`src/rtl/mux4_arbiter_pkg.sv`:
```
// Shared types and helpers for the four-way round-robin arbiter.
// rr_pick searches upward from a pointer, modulo 4.
package mux4_arbiter_pkg;

  typedef enum logic [0:0] {
    IDLE  = 1'b0,
    GRANT = 1'b1
  } arb_state_t;

  typedef struct packed {
    logic       found;
    logic [1:0] idx;
  } rr_pick_t;

  // Walk offsets from highest to lowest so the nearest candidate at or after ptr wins.
  function automatic rr_pick_t rr_pick(input logic [3:0] req, input logic [1:0] ptr);
    rr_pick_t   res;
    logic [1:0] cand;
    res.found = 1'b0;
    res.idx   = 2'd0;
    for (int i = 3; i >= 0; i--) begin
      cand = ptr + 2'(i);
      if (req[cand]) begin
        res.found = 1'b1;
        res.idx   = cand;
      end else begin
        res = res;
      end
    end
    return res;
  endfunction

  function automatic logic [3:0] idx_to_onehot(input logic [1:0] idx);
    return 4'b0001 << idx;
  endfunction

endpackage

```
`src/rtl/mux4.sv`:
```
// Plain 4:1 single-bit multiplexer used as the shared datapath.
module mux4 (
  input  logic [3:0] a,
  input  logic [1:0] s,
  output logic       y
);

  // Select one of four input bits
  always_comb begin
    y = 1'b0;
    case (s)
      2'd0:    y = a[0];
      2'd1:    y = a[1];
      2'd2:    y = a[2];
      2'd3:    y = a[3];
      default: y = 1'b0;
    endcase
  end

endmodule

```
`src/rtl/mux4_arbiter.sv`:
```
// Round-robin arbiter owning the select of a shared 1-bit mux4.
// Grants are bounded by MAX_HOLD only while some other requester is waiting.
module mux4_arbiter
  import mux4_arbiter_pkg::*;
#(
  parameter int MAX_HOLD = 8
) (
  input  logic       clk,
  input  logic       rst_n,
  input  logic [3:0] req,
  input  logic [3:0] data,
  output logic [3:0] grant,
  output logic [1:0] sel,
  output logic       out_valid,
  output logic       out_data,
  output logic       busy
);

  localparam int            HW       = $clog2(MAX_HOLD + 1);
  localparam logic [HW-1:0] HOLD_MAX = HW'(MAX_HOLD);
  localparam logic [HW-1:0] HOLD_ONE = HW'(32'd1);

  arb_state_t    state_r, state_s;
  logic [3:0]    grant_r, grant_s;
  logic [1:0]    sel_r, sel_s;
  logic [1:0]    ptr_r, ptr_s;
  logic [HW-1:0] hold_cnt_r, hold_cnt_s;
  logic          out_valid_r;
  logic          mux_y_s;
  logic [3:0]    others_s;
  logic [1:0]    ptr_inc_s;
  logic          release_s;
  rr_pick_t      pick_idle_s, pick_next_s;

  assign others_s    = req & ~grant_r;
  assign ptr_inc_s   = sel_r + 2'd1;
  assign pick_idle_s = rr_pick(req, ptr_r);
  assign pick_next_s = rr_pick(others_s, ptr_inc_s);
  assign release_s   = !req[sel_r] || ((hold_cnt_r == HOLD_MAX) && (|others_s));

  // Next-state, grant, pointer and hold-counter logic
  always_comb begin
    state_s    = state_r;
    grant_s    = grant_r;
    sel_s      = sel_r;
    ptr_s      = ptr_r;
    hold_cnt_s = hold_cnt_r;
    case (state_r)
      IDLE: begin
        if (pick_idle_s.found) begin
          state_s    = GRANT;
          grant_s    = idx_to_onehot(pick_idle_s.idx);
          sel_s      = pick_idle_s.idx;
          hold_cnt_s = HOLD_ONE;
        end else begin
          grant_s    = 4'b0000;
        end
      end
      GRANT: begin
        if (release_s) begin
          ptr_s = ptr_inc_s;
          // Handoff happens at the releasing edge so out_valid never drops.
          if (pick_next_s.found) begin
            state_s    = GRANT;
            grant_s    = idx_to_onehot(pick_next_s.idx);
            sel_s      = pick_next_s.idx;
            hold_cnt_s = HOLD_ONE;
          end else begin
            state_s    = IDLE;
            grant_s    = 4'b0000;
            hold_cnt_s = '0;
          end
        end else if (hold_cnt_r != HOLD_MAX) begin
          hold_cnt_s = hold_cnt_r + HOLD_ONE;
        end else begin
          hold_cnt_s = hold_cnt_r;
        end
      end
      default: begin
        state_s    = IDLE;
        grant_s    = 4'b0000;
        hold_cnt_s = '0;
      end
    endcase
  end

  // Arbiter state register with synchronous active-low reset
  always_ff @(posedge clk) begin
    if (!rst_n) begin
      state_r     <= IDLE;
      grant_r     <= 4'b0000;
      sel_r       <= 2'd0;
      ptr_r       <= 2'd0;
      hold_cnt_r  <= '0;
      out_valid_r <= 1'b0;
    end else begin
      state_r     <= state_s;
      grant_r     <= grant_s;
      sel_r       <= sel_s;
      ptr_r       <= ptr_s;
      hold_cnt_r  <= hold_cnt_s;
      out_valid_r <= (state_s == GRANT);
    end
  end

  mux4 u_mux4 (
    .a (data),
    .s (sel_r),
    .y (mux_y_s)
  );

  assign grant     = grant_r;
  assign sel       = sel_r;
  assign out_valid = out_valid_r;
  assign busy      = out_valid_r;
  assign out_data  = mux_y_s & out_valid_r;

endmodule

```
`config.mk`:
```
export PLATFORM = sky130hd
export DESIGN_NAME = mux4_arbiter
export DESIGN_NICKNAME = d
export VERILOG_FILES = /design/src/rtl/mux4_arbiter_pkg.sv /design/src/rtl/mux4.sv /design/src/rtl/mux4_arbiter.sv
export SDC_FILE = /design/constraint.sdc
export NUM_CORES = 1
export LEC_CHECK = 0
export ABC_AREA = 1
export BUFFER_PORTS_ARGS = -buffer_cell sky130_fd_sc_hd__buf_2
export CORE_MARGIN = 2
export CORE_UTILIZATION = 58
export CTS_BUF_LIST = sky130_fd_sc_hd__clkbuf_2
export DETAILED_ROUTE_END_ITERATION = 6
export MAX_ROUTING_LAYER = met4
export PLACE_DENSITY = 0.81
export SETUP_SLACK_MARGIN = 0.02
export SYNTH_ARGS = -nofsm -noshare
export SYNTH_HDL_FRONTEND = slang
export SYNTH_HIERARCHICAL = 1
export SYNTH_SLANG_ARGS = --single-unit
```
`constraint.sdc`:
```
create_clock -name clk -period 1.68 [get_ports clk]
set_input_delay 0.168 -clock clk [delete_from_list [all_inputs] [get_ports clk]]
set_output_delay 0.168 -clock clk [all_outputs]
set_load 0.005 [all_outputs]
```
==> out/qor.csv <==
stage;metric;value;unit
placed_design;pre-CTS setup slack;44.20;ps
finish;Reg area;275.3;um^2
sta;Hold Fails Final Rpt;0;
status;outcome;finished, final reports clean;
routing;vias post-DR;1467;
sta;fin worst setup slack;33.03;ps
routing;Vias/cell;5.494;
sta;RSZ-0062 raised after global routing;true;
sta;final worst-path cycle share;98.03;%
clocking;CTS tree;built;
grt;pin count of the biggest net entering global routing;12;
yosys;Yosys top cell area share;21.62;%
finish;Final Instance Count excl. Fillers;267;
die;FP Rows;16;
routing;wire per inst;12.54;um
hold_path;WHS Path Cells;3;
finish;Core Util, Final;73.92;%
clocking;Inserted Clock Buffers;3;
die;die width;49.56;um
die;io pins;19;
sta;Setup Skew;12.14;ps
power_and_ir_drop;Leakage Power;0.7898;nW
yosys;Synth Register Bits;13;
grt;number of global-route vias before repair;1254;
yosys;Netlist cell types;28;
finish;# diodes;0;
clocking;worst-case clock buffer depth;2;
die;chip height;49.56;um
routing;Initial DRT Pass Iterations;5;
placed_design;placed instance area;1329;um^2
sta;Final Max Slew Viols;0;
routing;drt drc;0;
grt;antenna violations before repair;0;
sta;final setup violation count;0;
sta;Final min period;1647;ps
clocking;worst skew pair latency;290;ps
hold_path;Hold Path Class;in2reg;
sta;Least-Margin Pin Slew;328.2;ps
die;Die Footprint;2456;um^2
clocking;CTS Sinks;13;
setup_path;number of cells on the critical path;11;
power_and_ir_drop;peak supply drop;1.100;mV
yosys;syn_nets;228;
setup_path;Worst Setup End Kind;flip-flop;
setup_path;Crit Path Max Fanout;6;
placed_design;RD Place Congestion;0.9119;
placed_design;Buffers on Ports;18;
setup_path;critical path class;reg2reg;
sta;max frequency;607.2;MHz
setup_path;R2R depth;11;
setup_path;crit path max-delay cell type;dfxtp_4;
routing;ANT nets after route;0;
setup_path;CP Launch Type;flip-flop;
yosys;Warnings, synthesis;6;
clocking;CTS H-tree lvls;1;
finish;P&R area growth vs syn;20.48;%
finish;post-route cell area;1450;um^2
finish;fillcell total;176;
sta;Worst slew margin;78.09;%
yosys;Yosys top cell by area;dfxtp_1;
run;max-cap viol count;0;
power_and_ir_drop;power per cell area;1748;nW/um^2
yosys;Mapped Cells;216;
clocking;Clock Tree Root;clkbuf_2;
placed_design;dpl hpwl;2.447;mm
yosys;Mean Syn Cell Area;5.572;um^2
grt;first-pass GRT wire length;5.209;mm
die;Initial Util;61.35;%
die;core footprint;1962;um^2
routing;total wire length;3.349;mm
setup_path;CP delay by family, top;simple AND/OR/NAND/NOR gates;
finish;share of cells above drive strength 1;25.00;%
yosys;sequential area share after synthesis;21.62;%
yosys;top cells by area, synth;dfxtp_1, nand2_1, nand3_1;
clocking;Worst-path clk slew;140;ps
yosys;synthesized area;1204;um^2
setup_path;CP bufs+invs;2;
finish;area taken by multi-input logic gates;808.3;um^2
placed_design;placed insts;261;
routing;Starting DRT DRC Count;75;
setup_path;crit path cell chain;buf_8 -> nand3_1 -> o21ai_1 -> nand2_1 -> nand2_1 -> inv_1 -> nand3_1 -> nand3_2 -> nor2_2 -> nor2_1 -> nor2_1;
setup_path;Worst Path Required;1910;ps
power_and_ir_drop;Final Power;2.535;mW
finish;Nets;253;
grt;GRT overflow;0;
setup_path;crit path DAT;1880;ps
setup_path;CP max stage delay;410;ps
grt;GRT Util Overall;27.62;%
-- cell usage after synthesis --
cell type and n:
nor3_1 1, a31oi_1 1, o22ai_1 1, buf_2 2, nand2_4 1, nand4_1 4
inv_4 1, xnor2_1 1, nand2_1 68, clkinv_1 1, buf_4 2, buf_6 1
ha_1 2, a21oi_1 12, nor3b_1 1, o21ai_2 1, nand2_2 5, nor2_1 16
or2_4 1, o21ai_4 1, dfxtp_1 13, inv_2 3, nand3_1 27, inv_1 33
o21ai_1 2, o21a_1 1, o21ai_0 13, xor2_1 1
-- metrics by stage --
step	hold WS, ps	TNS [ps]
4_1_cts	185.3	0
3_3_place_gp	506.9	0
6_report	195.8	0
3_5_place_dp	508.0	0
2_1_floorplan	306.4	0
5_1_grt	200.8	-318.0
-- final cells by class --
cell class / instances / area share, %
well taps: 27 / 2.330
inverters: 38 / 10.01
multi-input cells: 160 / 55.74
flip-flops and latches: 13 / 18.98
clock buffers: 4 / 1.381
repair buffers: 25 / 11.56
-- worst reg2reg max path, cell delays in order (launching register included) --
cell,delay [ps]
dfxtp_4,410
buf_8,130
nand3_1,70
o21ai_1,130
nand2_1,130
nand2_1,100
inv_1,100
nand3_1,150
nand3_2,130
nor2_2,120
nor2_1,40
nor2_1,70
-- where the power goes --
part	internal [mW]	total (mW)	switching, mW	leakage, nW
Sequential	0.424	0.571	0.147	0.110
Combinational	0.681	1.79	1.11	0.663
Clock	0.0631	0.175	0.112	0.0166
-- final timing paths --
check	from	slack (ps)	to
max	sel[0]	30	grant[3]
min	rst_n	200	hold_cnt_r[1]
max reg2reg	sel[0]	30	grant[3]
min reg2reg	hold_cnt_r[3]	540	hold_cnt_r[3]
-- cell families (layout without fill, tap and decap cells) --
kind of cell             after synthesis  in the layout  share of synthesized area (%)
XOR/XNOR                               2              2                          1.456
AND/OR/NAND/NOR                      124            124                          44.80
buffers and inverters                 43             67                          15.07
adder cells (fa/ha/maj)                2              2                          2.079
flip-flops                            13             13                          21.62
AO/OA/AOI/OAI                         32             32                          14.97
-- flip-flops by register name, indices dropped and copies added (netlist names) --
signal      cells
grant           4
hold_cnt_r      4
ptr_r           2
sel             2
busy            1
-- per-layer routing --
layer	global-route usage [%]	up-vias	routed length, um
met5	-	-	0
met4	9.259	0	154
met2	46.67	71	1597
met1	33.71	643	1333
li1	-	737	-
met3	3.939	16	264
-- timing repair --
action / in CTS / in global routing
setup endpoints to repair: 3 / 13
gates cloned: 0 / 1
buffers inserted: 0 / 1
hold buffers: 0 / 0
pin swaps: 0 / 5
resized for setup: 2 / 26
-- placed cells by master, fill, tap and decap left out, types with 7 or more instances in the layout --
master,count
nor2_1,15
nand2_2,9
o21ai_0,9
a21oi_1,12
nand3_1,24
buf_2,18
nand2_1,64
dfxtp_1,7
inv_1,30
Note: power is estimated with default switching activity, not from simulation.
